--- src/rtl/alu_issue.sv ---
// alu_issue: decode/issue stage feeding the ALU operand interface.
// Reads the register file, registers op/a/b/imm into ID/EX, resolves BEQ via the
// ALU zero flag, inserts a bubble on load-use hazards and holds on downstream stall.
// Optional feature macro: ALU_MUL_MULTI_EN (multi-cycle MUL occupying EX for MUL_LAT cycles).

`ifndef DSIZE
`define DSIZE 16
`endif
`ifndef ADD
`define ADD 4'h0
`define SUB 4'h1
`define AND 4'h2
`define XOR 4'h3
`define SLL 4'h4
`define SRL 4'h5
`define COM 4'h6
`define MUL 4'h7
`define LW  4'h8
`define SW  4'h9
`define BEQ 4'hA
`endif

module alu_issue #(
    parameter int DSIZE   = `DSIZE,
    parameter int RSIZE   = 4,
    parameter int PSIZE   = 16,
    parameter int MUL_LAT = 3
) (
    input  logic             clk,
    input  logic             rst,
    input  logic             in_valid,
    output logic             in_ready,
    input  logic [15:0]      in_instr,
    input  logic [PSIZE-1:0] in_pc,
    output logic [RSIZE-1:0] rs_addr,
    output logic [RSIZE-1:0] rt_addr,
    input  logic [DSIZE-1:0] rs_data,
    input  logic [DSIZE-1:0] rt_data,
    input  logic             ex_ready,
    input  logic             zero,
    output logic             ex_valid,
    output logic [3:0]       ex_op,
    output logic [DSIZE-1:0] ex_a,
    output logic [DSIZE-1:0] ex_b,
    output logic [DSIZE-1:0] ex_imm,
    output logic [RSIZE-1:0] ex_rd,
    output logic             ex_wen,
    output logic             redirect,
    output logic [PSIZE-1:0] redirect_pc
);

    logic             ex_valid_q, ex_valid_d;
    logic [3:0]       ex_op_q, ex_op_d;
    logic [DSIZE-1:0] ex_a_q, ex_a_d;
    logic [DSIZE-1:0] ex_b_q, ex_b_d;
    logic [DSIZE-1:0] ex_imm_q, ex_imm_d;
    logic [RSIZE-1:0] ex_rd_q, ex_rd_d;
    logic             ex_wen_q, ex_wen_d;
    logic [PSIZE-1:0] ex_pc_q, ex_pc_d;

    logic [3:0]       in_op;
    logic [RSIZE-1:0] in_rd;
    logic [DSIZE-1:0] in_imm;
    logic             in_shift;
    logic             in_wen;
    logic             mul_busy;
    logic             hold;
    logic             load_use;
    logic             accept;

    assign in_op    = in_instr[15:12];
    assign in_rd    = RSIZE'(in_instr[11:8]);
    assign rs_addr  = RSIZE'(in_instr[7:4]);
    assign rt_addr  = RSIZE'(in_instr[3:0]);
    assign in_imm   = {{(DSIZE-4){1'b0}}, in_instr[3:0]};
    assign in_shift = (in_op == `SLL) || (in_op == `SRL);

    // Write-enable decode: only ops that produce a register result write rd
    always_comb begin
        case (in_op)
            `ADD, `SUB, `AND, `XOR, `SLL, `SRL, `COM, `MUL, `LW: in_wen = 1'b1;
            default:                                              in_wen = 1'b0;
        endcase
    end

`ifdef ALU_MUL_MULTI_EN
    localparam int CW = (MUL_LAT > 1) ? $clog2(MUL_LAT) : 1;
    logic [CW-1:0] mul_cnt_q, mul_cnt_d;
    assign mul_busy = (mul_cnt_q != '0);
`else
    assign mul_busy = 1'b0;
`endif

    assign hold        = !ex_ready || mul_busy;
    assign redirect    = ex_valid_q && (ex_op_q == `BEQ) && zero && !hold;
    assign redirect_pc = redirect
                       ? ex_pc_q + PSIZE'(1) + {{(PSIZE-RSIZE){ex_rd_q[RSIZE-1]}}, ex_rd_q}
                       : '0;
    // Shifts take imm4 from the rt field, so rt is not a real source for them
    assign load_use    = ex_valid_q && (ex_op_q == `LW) &&
                         ((ex_rd_q == rs_addr) || (!in_shift && (ex_rd_q == rt_addr)));
    // A flush swallows the fetched instruction, so fetch sees it as consumed
    assign in_ready    = !hold && (redirect || !load_use);
    assign accept      = !hold && !redirect && !load_use && in_valid;

    // Next-state for ID/EX: hold > flush > load-use bubble > accept/idle
    always_comb begin
        ex_valid_d = ex_valid_q;
        ex_op_d    = ex_op_q;
        ex_a_d     = ex_a_q;
        ex_b_d     = ex_b_q;
        ex_imm_d   = ex_imm_q;
        ex_rd_d    = ex_rd_q;
        ex_wen_d   = ex_wen_q;
        ex_pc_d    = ex_pc_q;
        if (!hold) begin
            if (accept) begin
                ex_valid_d = 1'b1;
                ex_op_d    = in_op;
                ex_a_d     = rs_data;
                ex_b_d     = in_shift ? '0 : rt_data;
                ex_imm_d   = in_imm;
                ex_rd_d    = in_rd;
                ex_wen_d   = in_wen;
                ex_pc_d    = in_pc;
            end else begin
                ex_valid_d = 1'b0;
            end
        end
`ifdef ALU_MUL_MULTI_EN
        mul_cnt_d = mul_cnt_q;
        if (mul_cnt_q != '0) begin
            if (ex_ready) mul_cnt_d = mul_cnt_q - CW'(1);
        end else if (accept && (in_op == `MUL)) begin
            mul_cnt_d = CW'(MUL_LAT - 1);
        end
`endif
    end

    // ID/EX register with synchronous reset
    always_ff @(posedge clk) begin
        if (rst) begin
            ex_valid_q <= 1'b0;
            ex_op_q    <= `ADD;
            ex_a_q     <= '0;
            ex_b_q     <= '0;
            ex_imm_q   <= '0;
            ex_rd_q    <= '0;
            ex_wen_q   <= 1'b0;
            ex_pc_q    <= '0;
`ifdef ALU_MUL_MULTI_EN
            mul_cnt_q  <= '0;
`endif
        end else begin
            ex_valid_q <= ex_valid_d;
            ex_op_q    <= ex_op_d;
            ex_a_q     <= ex_a_d;
            ex_b_q     <= ex_b_d;
            ex_imm_q   <= ex_imm_d;
            ex_rd_q    <= ex_rd_d;
            ex_wen_q   <= ex_wen_d;
            ex_pc_q    <= ex_pc_d;
`ifdef ALU_MUL_MULTI_EN
            mul_cnt_q  <= mul_cnt_d;
`endif
        end
    end

    assign ex_valid = ex_valid_q;
    assign ex_op    = ex_op_q;
    assign ex_a     = ex_a_q;
    assign ex_b     = ex_b_q;
    assign ex_imm   = ex_imm_q;
    assign ex_rd    = ex_rd_q;
    assign ex_wen   = ex_wen_q;

endmodule

--- config.mk ---
export PLATFORM = sky130hd
export DESIGN_NAME = alu_issue
export DESIGN_NICKNAME = d
export VERILOG_FILES = /design/src/rtl/alu_issue.sv
export SDC_FILE = /design/constraint.sdc
export NUM_CORES = 1
export LEC_CHECK = 0
export CAP_MARGIN = 20
export CORE_ASPECT_RATIO = 0.75
export CORE_MARGIN = 2
export CORE_UTILIZATION = 35
export CTS_CLUSTER_DIAMETER = 80
export DETAILED_ROUTE_END_ITERATION = 8
export DONT_BUFFER_PORTS = 1
export GPL_TIMING_DRIVEN = 0
export HOLD_SLACK_MARGIN = 0.08
export SYNTH_ARGS = -nofsm -noshare
export SYNTH_HDL_FRONTEND = slang
export SYNTH_SLANG_ARGS = --single-unit
--- constraint.sdc ---
create_clock -name clk -period 8.61 [get_ports clk]
set_clock_uncertainty 0.15 [all_clocks]
set_input_delay 1.722 -clock clk [delete_from_list [all_inputs] [get_ports clk]]
set_output_delay 1.722 -clock clk [all_outputs]
set_load 0.03 [all_outputs]
# After elaboration in Yosys (flattened, before gate mapping)
# Memories as Yosys holds them, arrays and structs flattened. A register that Yosys moved wholly into a read port is not among the register bits.
# Index checks and enable logic that the tools add are counted.
# word_totals
ff_bits,61
romBits,16
out_inout_bits,84
mem_count,1
# op_classes
n_addsub,2
eq_ne,6
mux,3
reduce_logical,17
# memory_table
memory,depth,word_bits,read_ports,rd_clocked_by_memory_dff,write_ports,line,source
(no name shown),16,1,1,1,0,80,case (in_op)
# ops
op,count
$mux W16,2
$add A16 B1 Y16 const B,1
$add A16 B16 Y16,1
$logic_and A1 B1 Y1,10
$eq A4 B3 Y1 const B,2
$eq A4 B4 Y1,2
$eq A4 B4 Y1 const B,2
$logic_not A1 Y1,3
$logic_or A1 B1 Y1,3
$reduce_and A2 Y1,1
$mux W1,1

# Longest topological paths before layout
# Gate-level depths: netlist of the first run.
# depth
ltp_word,10
depth_mapped,9

# Least setup slack after synthesis of the first run
# No wires, ideal clock.
# synth_timing
kind,in2out
start,input port zero
end,output port redirect_pc[10]
arrival_time_ns,3.060
setup_slack_ns,3.678
path_stages,4
path_cell_list,nand4_1 clkinv_1 nand2_1 o31ai_1
# synth_via
elab_chain_cells,3
# synth_lines
element,line,source
"start, declared",40,"input logic zero,"
$logic_and A1 B1 Y1 (2 in series),95,assign redirect = ex_valid_q && (ex_op_q == `BEQ) && zero && !hold;
named net redirect,48,"output logic redirect,"
$mux W16,97,"? ex_pc_q + PSIZE'(1) + {{(PSIZE-RSIZE){ex_rd_q[RSIZE-1]}}, ex_rd_q}"
"end, declared",49,output logic [PSIZE-1:0] redirect_pc
# The timed path passes the listed nets, and every way through them passes these cells.

# Final worst setup path of the first run
# layout_timing
start,"register ex_rd_q[3], in the netlist ex_rd[3]"
end,output port redirect_pc[10]
# layout_via
elab_chain_cells,2
# layout_lines
element,line,source
"start, declared",57,"logic [RSIZE-1:0] ex_rd_q, ex_rd_d;"
"start signal, assigned",160,ex_rd_q <= ex_rd_d;
$add A16 B16 Y16,97,
$mux W16,97,
# No other way between the ends.

==> results of run 1 <==
## cell usage in the layout, fill, tap and decap left out, types with 2 or more instances in the layout
cell       instances
buf_4             24
and3_1             4
nor2_1            17
a311oi_1           3
xor2_1            13
a21o_1             4
a211o_1            3
buf_2              4
conb_1            12
o211ai_1           2
dfxtp_1           62
clkinv_2           3
o21ai_0            9
nor2b_1            2
inv_1              4
nand3_1           48
clkbuf_16          9
a21oi_1           57
nor4_1             2
nand4_1            5
mux2i_1           17
xnor2_1            3
clkbuf_1          23
buf_6              2
nor3_1             5
o21a_1             3
a31oi_1            3
nand2b_1          21
o21ai_1           41
ha_1              16
nand2_1           30
## registers in the layout, indices dropped and copies added, names as in the netlist
| register | cells |
|---|---|
| ex_b | 16 |
| ex_op | 4 |
| ex_imm | 4 |
| ex_a | 16 |
| ex_pc_q | 16 |
| ex_wen | 1 |
| ex_valid | 1 |
| ex_rd | 4 |
## worst max-delay path: stages (launching register included)
cell      delay [ns]
dfxtp_1         1.01
ha_1            0.42
a21o_1          0.21
a221oi_1        0.56
nor2_1          0.21
o31ai_1         0.87
## layout make-up
type	instances	area, um2	share of cell area
Multi-Input combinational cell	339	2090	0.506
Clock buffer	10	239	0.0579
Tap cell	136	170	0.0412
Buffer	53	309	0.0749
Sequential cell	62	1240	0.301
Inverter	5	18.8	0.00455
Clock inverter	6	61.3	0.0149
## per-layer routing
metal | vias up | wire, um
li1 | 1615 | -
met4 | 0 | 119
met2 | 119 | 4760
met1 | 1538 | 4710
met5 | - | 0
met3 | 14 | 899
## power breakdown
group | switching (mW) | internal (mW)
logic | 0.0846 | 0.0513
clock network | 0.127 | 0.230
registers | 0.0500 | 0.308
## per-stage QoR
step	power [mW]	worst slack, ns	util
final	0.852	3.12	0.406
after global routing	0.892	2.92	0.406
after CTS	0.859	3.05	0.406
after detailed placement	0.500	3.36	0.376
after global placement	0.497	3.42	0.376
after floorplan	0.469	3.68	-
## logic make-up after synthesis
group | Yosys count | synth area share
compound gates | 133 | 0.206
simple gates | 144 | 0.212
other cells | 1 | 0.00104
buf+inv | 58 | 0.0907
xor+xnor | 16 | 0.0388
fa+ha+maj | 17 | 0.0609
flops | 62 | 0.343
mux | 17 | 0.0471
## how the worst min path moves through the flow
stage,slack [ns],depth (start not counted),to
after global routing,0.36,2,ex_pc_q[7]
after CTS,0.32,2,ex_pc_q[4]
after floorplan,0.29,2,ex_pc_q[0]
final,0.32,2,ex_pc_q[4]
after detailed placement,0.32,2,ex_pc_q[4]
after global placement,0.31,2,ex_pc_q[0]
==> impl_metrics.ini, run 1 <==
[yosys]
synth_area_leaders = dfxtp_1 34%, a21oi_1 7.9%, nand3_1 6.6%
yosys_warnings = 0
synth_edf_count = 0
ys_top_cells_by_count = 62 x dfxtp_1, 57 x a21oi_1, 48 x nand3_1
synth-main-ff-cell = dfxtp_1
netlist_area_um2 = 3610
yosys.area.top_type_share = 0.343
synth_cell_types = 49
yosysSeqAreaShare = 0.343
synth.largest_area_cell = dfxtp_1
async_flop_share = 0
ys_seq_elements = 62
syn_avg_cell_area_um2 = 8.07
yosysMostFrequentCell = dfxtp_1
syn_inst = 448

[global_routing]
use_met1 = 0.239
grt_util_met3 = 0.0746
grt_pass1_wl_um = 16300
grt-ovfl-total = 0
grtUsageTotal = 0.186
antenna_found_initial = 0
busiest_layer = met2
grt.met2_usage = 0.290
first_global_vias = 3171
grt_max_degree = 18

[finish]
drive_gt1_frac = 0.107
fin_area_um2 = 4130
syn_to_final_growth_pct = 14.2
fin_cells = 611
fillers = 1038
diodes = 0
finalNetCount = 556

[clocking]
numCtsBuffers = 9
insertion_delay_ns = 0.33
tritoncts = yes
h-tree-depth = 3
clock_sinks = 62
cts-root-buf = clkbuf_16
post_cts_buffers = 0
hold_buffers = 0
clk_pin_slew_worst_paths_ns = 0.05
clockBufferDepth = 2
cts_resized = 0

[critical_path]
required_ns = 6.74
rrSetupSlack_ns = 5.76
rr_startpoint = ex_rd[3]
arrival_ns = 3.62
worstSetupPathType = flip-flop to output pin
cp-startpoint = ex_rd[3]
path_max_fanout = 17
r2r_end = ex_rd[3]
r2r_cells = 6
endpoint_kind = output pin
start_kind = flip-flop
cp-endpoint = redirect_pc[10]

[timing]
fin_crit_sh = 0.638
tightest_slew_ns = 1.06
final_max_slew_viol_count = 0
fmax_mhz = 182
setup_viol = 0
whs_ns = 0.320
rsz0062_at_grt = false
setup_tns_ns = 0
hold_violations = 0
fin_crit_ns = 5.49
max_slew_margin = 0.294

[detailed_routing]
vias = 3286
wl_per_cell_um = 17.2
via_per_inst = 5.38
drcViolationCount = 0
drtIter0Drc = 197
firstDrtPassIters = 4
wirelength_um = 10500
ant_nets = 0

[power_and_ir_drop]
leakage_nw = 1.61
power_density_nw_per_um2 = 207
ir_drop_mv = 0.132

[floorplan]
die_area_um2 = 11200
die_w_um = 121
io_pins = 153
coreArea_um2 = 10200
die_h_um = 92.0
rows = 32
start_util = 0.355

[placement]
placed_cell_area_um2 = 3820
gp_congestion = 0.825
numPlacedInstances = 595
hpwlAfterDp_um = 7930
io_buffers = 0

[worst_hold_path]
min_from = ex_pc_q[4]
hold_class = flip-flop to flip-flop

[outcome]
outcome = completed

[flow_run]
cap_violations = 0
Note: power is estimated with default switching activity, not from simulation.
==> inputs of run 2 (changes only) <==
==> constraint.sdc (replaced) <==
create_clock -name clk -period 5.7 [get_ports clk]
set_clock_uncertainty 0.15 [all_clocks]
set_input_delay 1.14 -clock clk [delete_from_list [all_inputs] [get_ports clk]]
set_output_delay 1.14 -clock clk [all_outputs]
set_load 0.03 [all_outputs]
==> results of run 2 <==
The final DEF is identical to that of run 1. Status: completed.
Main changes from that run: setup slack after placement 3.36 ns -> 1.08 ns; setup slack after layout 3.12 ns -> 0.788 ns; register-to-register setup slack 5.76 ns -> 2.85 ns; total power 0.852 mW -> 1.29 mW; worst IR drop on VDD 0.132 mV -> 0.199 mV
